[config.mk]
export PLATFORM = sky130hd
export DESIGN_NAME = stack_arbiter_flat
export DESIGN_NICKNAME = d
export VERILOG_FILES = /design/src/rtl/stack_arbiter_if.sv /design/src/rtl/stack_arbiter.sv /design/src/flat_wrapper.sv
export SDC_FILE = /design/constraint.sdc
export NUM_CORES = 1
export LEC_CHECK = 0
export ABC_AREA = 1
export BUFFER_PORTS_ARGS = -buffer_cell sky130_fd_sc_hd__buf_2
export CORE_MARGIN = 2
export CORE_UTILIZATION = 42
export CTS_CLUSTER_DIAMETER = 100
export DETAILED_ROUTE_END_ITERATION = 7
export PLACE_DENSITY = 0.93
export SLEW_MARGIN = 20
export SYNTH_ARGS = -nofsm -noshare
export SYNTH_HDL_FRONTEND = slang
export SYNTH_SLANG_ARGS = --single-unit
[constraint.sdc]
create_clock -name clk -period 4.42 [get_ports clk]
set_clock_uncertainty 0.05 [all_clocks]
set_input_delay 0.663 -clock clk [delete_from_list [all_inputs] [get_ports clk]]
set_output_delay 0.663 -clock clk [all_outputs]
set_load 0.02 [all_outputs]
[src/rtl/stack_arbiter_if.sv]
// Requester-side bundle of the stack arbiter: op requests in, grant/completion out.
interface stack_arbiter_if #(
  parameter int unsigned DATA_WIDTH = 32,
  parameter int unsigned ADDR_WIDTH = 4
);
  logic [1:0]            req;
  logic [1:0]            op;
  logic [DATA_WIDTH-1:0] wdata_0;
  logic [DATA_WIDTH-1:0] wdata_1;
  logic [1:0]            gnt;
  logic [1:0]            done;
  logic [DATA_WIDTH-1:0] rdata;
  logic                  err;
  logic [ADDR_WIDTH:0]   count;

  modport master (
    output req, op, wdata_0, wdata_1,
    input  gnt, done, rdata, err, count
  );

  modport slave (
    input  req, op, wdata_0, wdata_1,
    output gnt, done, rdata, err, count
  );
endinterface

[src/rtl/stack_arbiter.sv]
// Round-robin sharing of one LIFO stack between two requesters, with registered completions.
// Optional: define STACK_ARB_ERR_EN to grant illegal ops and complete them with err=1.
module stack_arbiter #(
  parameter int unsigned DATA_WIDTH = 32,
  parameter int unsigned ADDR_WIDTH = 4
) (
  input  logic                  clk,
  input  logic                  rst,
  stack_arbiter_if.slave        bus,
  output logic                  stk_push,
  output logic [DATA_WIDTH-1:0] stk_wr_data,
  input  logic                  stk_full,
  output logic                  stk_pop,
  input  logic [DATA_WIDTH-1:0] stk_rd_data,
  input  logic                  stk_empty
);

  localparam int unsigned CW    = ADDR_WIDTH + 1;
  localparam int unsigned DEPTH = 1 << ADDR_WIDTH;

  logic       ptr;        // 0: r0 wins a tie, 1: r1 wins a tie
  logic [1:0] legal;
  logic [1:0] elig;
  logic       any_gnt;
  logic       sel;
  logic       sel_op;
  logic       sel_legal;

  // An op is legal when the stack can serve it right now.
  always_comb begin
    legal = 2'b00;
    elig  = 2'b00;
    for (int i = 0; i < 2; i++) begin
      legal[i] = bus.op[i] ? !stk_empty : !stk_full;
`ifdef STACK_ARB_ERR_EN
      elig[i]  = bus.req[i] & !rst;
`else
      elig[i]  = bus.req[i] & legal[i] & !rst;
`endif
    end
  end

  always_comb begin
    bus.gnt = 2'b00;
    if (elig == 2'b11) begin
      bus.gnt = ptr ? 2'b10 : 2'b01;
    end else begin
      bus.gnt = elig;
    end
  end

  always_comb begin
    any_gnt     = |bus.gnt;
    sel         = bus.gnt[1];
    sel_op      = bus.op[sel];
    sel_legal   = legal[sel];
    stk_push    = any_gnt & !sel_op & sel_legal;
    stk_pop     = any_gnt &  sel_op & sel_legal;
    stk_wr_data = sel ? bus.wdata_1 : bus.wdata_0;
  end

  // Completion, pop data, occupancy and round-robin pointer.
  always_ff @(posedge clk) begin
    if (rst) begin
      ptr       <= 1'b0;
      bus.done  <= 2'b00;
      bus.err   <= 1'b0;
      bus.rdata <= '0;
      bus.count <= '0;
    end else begin
      bus.done <= bus.gnt;
`ifdef STACK_ARB_ERR_EN
      bus.err  <= any_gnt & !sel_legal;
`else
      bus.err  <= 1'b0;
`endif
      if (any_gnt) begin
        ptr <= !sel;
      end
      if (stk_pop) begin
        bus.rdata <= stk_rd_data;
      end
      if (stk_push && bus.count != CW'(DEPTH)) begin
        bus.count <= bus.count + CW'(1);
      end else if (stk_pop && bus.count != CW'(0)) begin
        bus.count <= bus.count - CW'(1);
      end
    end
  end

endmodule
[src/flat_wrapper.sv]
// flat-port wrapper written by rule: the top's interface ports become plain ports
module stack_arbiter_flat 
#(
  parameter int unsigned DATA_WIDTH = 32,
  parameter int unsigned ADDR_WIDTH = 4
)
  (clk, rst, stk_push, stk_wr_data, stk_full, stk_pop, stk_rd_data, stk_empty, bus_req, bus_op, bus_wdata_0, bus_wdata_1, bus_gnt, bus_done, bus_rdata, bus_err, bus_count);
  stack_arbiter_if #(.DATA_WIDTH(DATA_WIDTH), .ADDR_WIDTH(ADDR_WIDTH)) bus_i ();
  input  logic clk;
  input  logic rst;
  output logic stk_push;
  output logic [DATA_WIDTH-1:0] stk_wr_data;
  input  logic stk_full;
  output logic stk_pop;
  input  logic [DATA_WIDTH-1:0] stk_rd_data;
  input  logic stk_empty;
  input wire logic [$bits(bus_i.req)-1:0] bus_req;
  input wire logic [$bits(bus_i.op)-1:0] bus_op;
  input wire logic [$bits(bus_i.wdata_0)-1:0] bus_wdata_0;
  input wire logic [$bits(bus_i.wdata_1)-1:0] bus_wdata_1;
  output wire logic [$bits(bus_i.gnt)-1:0] bus_gnt;
  output wire logic [$bits(bus_i.done)-1:0] bus_done;
  output wire logic [$bits(bus_i.rdata)-1:0] bus_rdata;
  output wire logic [$bits(bus_i.err)-1:0] bus_err;
  output wire logic [$bits(bus_i.count)-1:0] bus_count;
  assign bus_i.req = bus_req;
  assign bus_i.op = bus_op;
  assign bus_i.wdata_0 = bus_wdata_0;
  assign bus_i.wdata_1 = bus_wdata_1;
  assign bus_gnt = bus_i.gnt;
  assign bus_done = bus_i.done;
  assign bus_rdata = bus_i.rdata;
  assign bus_err = bus_i.err;
  assign bus_count = bus_i.count;
  stack_arbiter #(.DATA_WIDTH(DATA_WIDTH), .ADDR_WIDTH(ADDR_WIDTH)) u_core (.clk(clk), .rst(rst), .bus(bus_i), .stk_push(stk_push), .stk_wr_data(stk_wr_data), .stk_full(stk_full), .stk_pop(stk_pop), .stk_rd_data(stk_rd_data), .stk_empty(stk_empty));
endmodule
==> results.sh <==
export IMPL_vias=2635
export IMPL_synth_top_family_by_area="simple AND/OR/NAND/NOR gates"
export IMPL_min_path_type="reg -> reg"
export IMPL_antenna_found_initial=0
export IMPL_grt_pass1_wl_mm=10.7
export IMPL_viasPerCell=4.71
export IMPL_ant_nets=0
export IMPL_die_area_sq_um=5670
export IMPL_start_kind="primary input"
export IMPL_synth_top_cell_area_share=0.375
export IMPL_design_area_sq_um=3100
export IMPL_synthMuxAreaShare=0
export IMPL_gp_congestion=0.832
export IMPL_ir_drop_uv=199
export IMPL_rsz0062_at_grt="no"
export IMPL_ios=180
export IMPL_cts_hold_buf=0
export IMPL_post_route_period_util=0.759
export IMPL_chipWidth_um=75.3
export IMPL_cts_clk_slew_worst_paths_ns=0.08
export IMPL_synth_largest_area_cell="dfxtp_1"
export IMPL_worstPathArrival_ns=2.64
export IMPL_start_util=0.443
export IMPL_status="finished, final reports clean"
export IMPL_async_flop_share=0
export IMPL_max_freq_ghz=0.298
export IMPL_synth_seq_cells=40
export IMPL_clockBufferDepth=2
export IMPL_wl_per_cell_um=13.0
export IMPL_core_sq_um=4820
export IMPL_syn_nets=432
export IMPL_grt_max_degree=37
export IMPL_yosys_warnings=0
export IMPL_synth_compound_area_share=0.106
export IMPL_ys_seq_area_frac=0.375
export IMPL_postCtsSetupRepairBufs=0
export IMPL_cp_required_ns=3.71
export IMPL_drt_iter0_markers=90
export IMPL_grt_total_usage=0.244
export IMPL_p_leak_uw=0.00175
export IMPL_drive_above_1_share=0.406
export IMPL_syn2layout_area_growth_pct=45.4
export IMPL_first_pass_iters=4
export IMPL_routed_wirelength_mm=7.30
export IMPL_max_slew_margin=0.383
export IMPL_io_buffers=178
export IMPL_cts_repair_resized=0
export IMPL_synth_cell_type_count=29
export IMPL_place_hpwl_mm=5.75
export IMPL_n_antenna_cell=0
export IMPL_hold_viol=0
export IMPL_synth_xor_area_share=0.00821
export IMPL_crit_path_max_fanout=36
export IMPL_end_kind="primary output"
export IMPL_cts_max_level=2
export IMPL_grt_pass1_vias=2413
export IMPL_powerDensity_nw_per_um2=300
export IMPL_holdWs_ns=0.415
export IMPL_yosys_area_share_simple=0.406
export IMPL_overflow=0
export IMPL_drv_cap=0
export IMPL_path_class="in -> out"
export IMPL_setup_tns_ns=0
export IMPL_route_detailed_drc=0
export IMPL_synth_flop_cell="dfxtp_1"
export IMPL_clock_latency_ns=0.29
export IMPL_place_area_sq_um=3020
export IMPL_fin_crit_ns=3.36
export IMPL_synth_edf_count=0
export IMPL_root_buffer="clkbuf_8"
export IMPL_syn_area_sq_um=2130
export IMPL_die_h_um=75.3
export IMPL_cts_tree="yes"
export IMPL_synth_avg_cell_area_sq_um=6.59
export IMPL_cts_sinks=40
export IMPL_tightest_slew_ns=0.925
export IMPL_synth_fa_ha_area_frac=0.0270
export IMPL_synthCells=324
export IMPL_setup_violations_final=0
export IMPL_numCtsBuffers=5
export IMPL_report_final_slew_viol_count=0
export IMPL_nets=601
export IMPL_synth_area_top_cells="dfxtp_1, nand2_1, a21oi_1"
export IMPL_rows=25
## synth_stat cells, drive strengths merged (2+ instances only)
cell / n
inv: 17
nor2: 10
a211oi: 2
a21oi: 35
nand3: 8
nand4: 5
ha: 3
clkbuf: 6
nand2: 176
buf: 11
o21ai: 3
dfxtp: 40
## power by group
part | switching [uW] | total [uW] | internal (uW)
logic | 186 | 298 | 113
clock network | 131 | 238 | 107
registers | 15.3 | 396 | 381
total | 332 | 932 | 600
## final cells by class
cell class                      count  area (sq um)
Sequential cell                    40           801
Timing Repair Buffer              179           898
Clock inverter                      2          12.5
Inverter                           18          68.8
Multi-Input combinational cell    249          1170
Clock buffer                        5          68.8
Fill cell                         445          1710
Tap cell                           67          83.8
## state kept, by name, summed over array words and instances (netlist names)
signal / count
u_core.bus.count: 5
u_core.ptr: 1
u_core.bus.rdata: 32
u_core.bus.done: 2
## metrics by stage
step | total power (uW) | setup slack [ns] | cells | util
floorplan | 587 | 1.93 | 324 | -
global placement | 693 | 1.11 | 553 | 0.628
detailed placement | 703 | 1.04 | 553 | 0.628
CTS | 935 | 1.04 | 560 | 0.644
global route | 984 | 0.864 | 560 | 0.644
finish | 932 | 1.06 | 560 | 0.644
## cells by family (layout without fill, tap and decap cells)
family,Yosys count,count (layout)
AND/OR/NAND/NOR,199,199
AO/OA/AOI/OAI,43,43
flip-flops,40,40
buffers and inverters,35,204
adder cells (fa/ha/maj),4,4
XOR/XNOR,2,2
other,1,1
## critical path, stage by stage
cell	delay (ns)
buf_2	0.12
nand2_1	0.12
nand3_4	0.10
nor2_8	0.13
nand2_4	0.23
nand2_4	0.17
nand3_4	0.30
inv_2	0.52
buf_2	0.26
## cells in the final DEF (no fill, tap or decap), drive strengths merged, types with 3 or more instances in the layout
master and n:
dfxtp 40, o21ai 3, buf 179, nand4 5
nand2 176, nand3 8, inv 17, clkbuf 5
nor2 10, a21oi 35, ha 3
## metal layers
layer | track usage | share of wire
met1 | 0.267 | 0.39
met2 | 0.443 | 0.50
met3 | 0.0688 | 0.094
met4 | 0.0955 | 0.022
met5 | 0 | 0
## final timing paths
check                                    startpoint                                end  slack (ns)  cells after the start
setup / recovery                          bus_op[1]                            stk_pop        1.06                      9
hold / removal    u_core.bus.rdata[18]$_SDFFE_PP0P_  u_core.bus.rdata[18]$_SDFFE_PP0P_        0.42                      2
setup reg to reg            u_core.ptr$_SDFFE_PP0P_   u_core.bus.count[4]$_SDFFE_PP0P_        2.06                     12
hold reg to reg   u_core.bus.rdata[18]$_SDFFE_PP0P_  u_core.bus.rdata[18]$_SDFFE_PP0P_        0.42                      2
(Power assumes the default switching activity.)
